**config.mk**
```make
export PLATFORM = sky130hd
export DESIGN_NAME = sinegen_dds
export DESIGN_NICKNAME = d
export VERILOG_FILES = /design/src/rtl/sinegen_dds.sv
export SDC_FILE = /design/constraint.sdc
export NUM_CORES = 1
export LEC_CHECK = 0
export ABC_AREA = 1
export CELL_PAD_IN_SITES_DETAIL_PLACEMENT = 0
export CELL_PAD_IN_SITES_GLOBAL_PLACEMENT = 1
export CORE_ASPECT_RATIO = 1.2
export CORE_UTILIZATION = 40
export CTS_CLUSTER_DIAMETER = 100
export CTS_CLUSTER_SIZE = 28
export DETAILED_ROUTE_END_ITERATION = 10
export GPL_ROUTABILITY_DRIVEN = 1
export PLACE_DENSITY = 0.93
export SLEW_MARGIN = 20
export SYNTH_ARGS = -nofsm -noshare
export SYNTH_HDL_FRONTEND = slang
export SYNTH_SLANG_ARGS = --single-unit
```
**constraint.sdc**
```tcl
create_clock -name i_clk -period 5.49 [get_ports i_clk]
set_input_delay 1.098 -clock i_clk [delete_from_list [all_inputs] [get_ports i_clk]]
set_output_delay 1.098 -clock i_clk [all_outputs]
set_load 0.02 [all_outputs]
```
**src/rtl/sinegen_dds.sv**
```systemverilog
// Multi-channel DDS waveform generator: per-channel phase accumulator, four
// waveforms, mid-scale-preserving attenuation and a registered sample output.
module sinegen_dds #(
    parameter int NCH   = 2,
    parameter int ACC_W = 16,
    parameter int DW    = 16
) (
    input  logic                 i_clk,
    input  logic                 i_rst,
    input  logic                 i_en,
    input  logic                 i_sync,
    input  logic [NCH*ACC_W-1:0] i_step,
    input  logic [NCH*6-1:0]     i_phase,
    input  logic [NCH*2-1:0]     i_mode,
    input  logic [NCH*2-1:0]     i_scale,
    output logic [NCH*DW-1:0]    o_data,
    output logic                 o_valid
);

    typedef enum logic [1:0] {
        MODE_SINE   = 2'd0,
        MODE_SQUARE = 2'd1,
        MODE_SAW    = 2'd2,
        MODE_TRI    = 2'd3
    } mode_e;

    localparam logic [15:0]   MID      = 16'h8000;
    localparam logic [DW-1:0] DATA_RST = MID[15 -: DW];

    logic [NCH*ACC_W-1:0] acc_q,   acc_d;
    logic [NCH*DW-1:0]    data_q,  data_d;
    logic                 valid_q, valid_d;

    // Quarter-wave magnitude of the 90% sine; the other three quarters are mirrored.
    function automatic logic [14:0] quarter_sine(input logic [4:0] k);
        logic [14:0] mag;
        case (k)
            5'd0:    mag = 15'd0;
            5'd1:    mag = 15'd2891;
            5'd2:    mag = 15'd5753;
            5'd3:    mag = 15'd8561;
            5'd4:    mag = 15'd11286;
            5'd5:    mag = 15'd13902;
            5'd6:    mag = 15'd16384;
            5'd7:    mag = 15'd18709;
            5'd8:    mag = 15'd20853;
            5'd9:    mag = 15'd22797;
            5'd10:   mag = 15'd24521;
            5'd11:   mag = 15'd26009;
            5'd12:   mag = 15'd27246;
            5'd13:   mag = 15'd28221;
            5'd14:   mag = 15'd28925;
            5'd15:   mag = 15'd29349;
            5'd16:   mag = 15'd29491;
            default: mag = 15'd0;
        endcase
        return mag;
    endfunction

    function automatic logic [15:0] wave_sample(input logic [5:0] ptr, input logic [1:0] mode);
        logic [4:0]  k;
        logic [14:0] mag;
        logic [15:0] s;
        k   = (ptr[4:0] > 5'd16) ? 5'(6'd32 - {1'b0, ptr[4:0]}) : ptr[4:0];
        mag = quarter_sine(k);
        case (mode_e'(mode))
            MODE_SINE:   s = ptr[5] ? (MID - {1'b0, mag}) : (MID + {1'b0, mag});
            MODE_SQUARE: s = ptr[5] ? 16'h0CCD : 16'hF333;
            MODE_SAW:    s = {ptr, 10'b0};
            MODE_TRI:    s = ptr[5] ? {~ptr[4:0], 11'b0} : {ptr[4:0], 11'b0};
            default:     s = MID;
        endcase
        return s;
    endfunction

    // Shift in two's complement around mid-scale so attenuation keeps the DC level.
    function automatic logic [15:0] attenuate(input logic [15:0] s, input logic [1:0] scale);
        logic signed [15:0] d;
        d = signed'(s ^ MID);
        d = d >>> {scale, 1'b0};
        return unsigned'(d) ^ MID;
    endfunction

    always_comb begin
        logic [5:0]  ptr;
        logic [15:0] sample;
        acc_d   = acc_q;
        data_d  = data_q;
        valid_d = 1'b0;
        ptr     = '0;
        sample  = '0;
        if (i_sync) begin
            acc_d = '0;
        end else if (i_en) begin
            valid_d = 1'b1;
            for (int k = 0; k < NCH; k++) begin
                ptr    = acc_q[k*ACC_W + ACC_W - 6 +: 6] + i_phase[k*6 +: 6];
                sample = attenuate(wave_sample(ptr, i_mode[k*2 +: 2]), i_scale[k*2 +: 2]);
                data_d[k*DW +: DW]       = sample[15 -: DW];
                acc_d[k*ACC_W +: ACC_W]  = acc_q[k*ACC_W +: ACC_W] + i_step[k*ACC_W +: ACC_W];
            end
        end
    end

    always_ff @(posedge i_clk or posedge i_rst) begin
        if (i_rst) begin
            acc_q   <= '0;
            data_q  <= {NCH{DATA_RST}};
            valid_q <= 1'b0;
        end else begin
            acc_q   <= acc_d;
            data_q  <= data_d;
            valid_q <= valid_d;
        end
    end

    assign o_data  = data_q;
    assign o_valid = valid_q;

endmodule
```
==> flow_summary_export.csv <==
group,metric,value,unit
clocking,cts_sinks,65,
die,die_x,126,µm
power_and_ir_drop,p_leak,4.46,nW
route,routed.top_layer,"met4",
placed_design,place_inst,1460,
timing,whs,476,ps
route,dr.pass1.iters,5,
yosys,synth.most_common_cell,"nand2_1",
yosys,synthXorXnorAreaFrac,0.715,%
global_routing,grt_pass1_vias,7368,
worst_setup_path,crit_path_start_kind,"input pin",
worst_setup_path,critPathMaxFanout,5,
timing,tightest_slew,967,ps
route,wl_met3,866,µm
yosys,syn_inst,1176,
final_layout,fin_nets,1365,
worst_setup_path,cp_common_cell,"nand2_1",
yosys,synth.net_count,1290,
yosys,yosysWarnings,0,
global_routing,grt_pass1_wl,35200,µm
die,initial_core_util,41.3,%
yosys,yosys-top-cells-area,"dfrtp_1, nand2_1, nand3_1",
yosys,synthArstFlopShare,100,%
yosys,ys_seq_area_share,22.2,%
timing,rsz0062_at_grt,"no",
placed_design,dp_hpwl,16500,µm
final_layout,fin_util,49.1,%
die,fp.coreArea,0.0178,mm²
clocking,cts_tree,"built",
yosys,synth-compound-area-share,14.4,%
final_layout,regArea,0.00163,mm²
yosys,ys_ff_latch,65,
global_routing,grt_util_all_layers,23.1,%
clocking,cts_made_buffers,9,
route,ant_nets,0,
clocking,cts_hold_buf,0,
clocking,clockBufferDepth,2,
route,route.detailed.drc,0,
worst_setup_path,reg2reg_slack,1230,ps
global_routing,antenna_found_initial,1,
final_layout,multiInputGateArea,0.00505,mm²
worst_setup_path,cpMaxStageDelayCell,"fa_1",
placed_design,port-buffer-count,88,
timing,hold_viol_final,0,
clocking,post_cts_buffers,0,
power_and_ir_drop,irDropWorstVdd,0.158,mV
die,pin_count,89,
global_routing,grt_remaining_overflow,0,
die,die_h,150,µm
route,wl_per_cell,14.4,µm
clocking,post_cts_resized,0,
yosys,syn-mean-instance-area,6.25,µm²
worst_setup_path,r2r-start,"acc_q[26]",
route,drtIter0Drc,514,
timing,slew_headroom,35.3,%
clocking,cts_max_level,3,
clocking,clock_latency,340,ps
route,viasPerCell,5.35,
final_layout,drive_above_1_share,8.68,%
yosys,ys.flop_type,"dfrtp_1",
route,drt-total-wl,21200,µm
final_layout,n_fill_cell,1830,
timing,slew_viol_final,0,
worst_setup_path,cp-startpoint,"i_phase[6]",
yosys,synth_edf_count,0,
placed_design,place_congestion,0.914,
route,m1WireLength,9570,µm
die,row_count,53,
final_layout,area_growth,18.8,%
worst_setup_path,max_stage_delay,500,ps
yosys,yosysTopAreaCell,"dfrtp_1",
yosys,syn-cell-area,0.00735,mm²
worst_setup_path,end_kind,"register",
worst_setup_path,worstSetupPathType,"in -> reg",
worst_setup_path,endpoint,"o_data[30]",
clocking,cts-root-buf,"clkbuf_16",
timing,fmax,0.199,GHz
yosys,synth_simple_gate_area_share,43.1,%
yosys,synth_top_family_by_area,"simple AND/OR/NAND/NOR gates",
route,wl_met2,10400,µm
yosys,ys_types,43,
worst_setup_path,critical_path_required,5750,ps
yosys,yosys.area_share.adder,10.3,%
timing,fin_tns_setup,0,ps
worst_setup_path,arrival,5290,ps
route,vias,7897,
yosys,synthMuxAreaShare,0,%
worst_setup_path,reg2reg_depth,32,
final_layout,final_cells,1477,
timing,period_minus_slack,5030,ps
die,dieArea,0.0189,mm²
yosys,synth_top_area_share,21.5,%
yosys,yosys-top-cells-count,"nand2_1, nand3_1, inv_1",
timing,period_share,91.7,%
global_routing,grt_max_degree,50,
timing,finalSetupViolations,0,
hold_path,hold_class,"reg -> reg",
job,maxCapViolations,0,
timing,worst_clock_skew,6.64,ps
power_and_ir_drop,powerDensity,384,mW/mm²
clocking,clkTransAtPathRegs,60,ps
worst_setup_path,reg2reg_to,"o_data[30]",
run_status,status,"completed",
## state kept, by name (all words and copies together) (netlist names)
signal and count:
acc_q 32, o_data 32, o_valid 1
## area by class of cell
class                           count  area share [%]
Inverter                          134            5.76
Antenna cell                        1          0.0287
Sequential cell                    65            18.7
Clock inverter                      6           0.659
Timing Repair Buffer              101            11.2
Clock buffer                       10            2.74
Multi-Input combinational cell    940            57.8
Tap cell                          220            3.15
## cell usage in the layout, fill, tap and decap left out, drive strengths merged, types with 4 or more instances in the layout
master,instances
clkinv,6
nor3,10
ha,54
a31oi,7
o211ai,23
dfrtp,63
a22o,6
nand4,7
fa,4
nand3b,7
o21bai,7
o21ai,61
or2,5
nor2,93
buf,13
a21oi,54
clkbuf,10
nand2,389
clkdlybuf4s50,88
xnor2,4
nand3,191
inv,132
## worst max-delay path, delay by kind of cell
kind	cells	cell delay [ps]
simple gates	19	1840
fa+ha+maj	5	1190
buf+inv	5	730
compound gates	4	430
## power breakdown
part / total (mW) / internal (mW) / switching [mW]
registers: 0.626 / 0.567 / 0.0591
clock network: 0.583 / 0.361 / 0.223
logic: 2.15 / 0.759 / 1.39
## worst min path at each step
stage                     startpoint         end  slack (ps)  cells after the start
after floorplan            acc_q[22]   acc_q[22]         460                      2
after global placement    o_data[15]  o_data[15]         470                      2
after detailed placement  o_data[15]  o_data[15]         470                      2
after CTS                 o_data[15]  o_data[15]         480                      2
after global routing      o_data[15]  o_data[15]         490                      2
final                     o_data[15]  o_data[15]         480                      2
## cell families after synthesis
logic type | Yosys count
AOI/OAI and AO/OA | 172
buffers and inverters | 171
DFF | 65
and+or+nand+nor | 704
xor gates and xnor gates | 6
adders and majority gates | 58
## per-stage QoR
step / area [µm²] / setup slack, ps / total power, mW
after global routing: 8730 / 19.9 / 3.67
after detailed placement: 8430 / 82.4 / 2.76
after floorplan: 7350 / 888 / 2.23
after global placement: 8430 / 219 / 2.74
after CTS: 8730 / 427 / 3.36
final: 8730 / 457 / 3.36
## per-layer routing
layer,global-route usage [%],vias up
met4,8.01,0
met2,40.4,193
li1,-,4040
met5,0,-
met3,2.88,28
met1,29.2,3636
No activity file was read; power rests on OpenSTA's default activity.
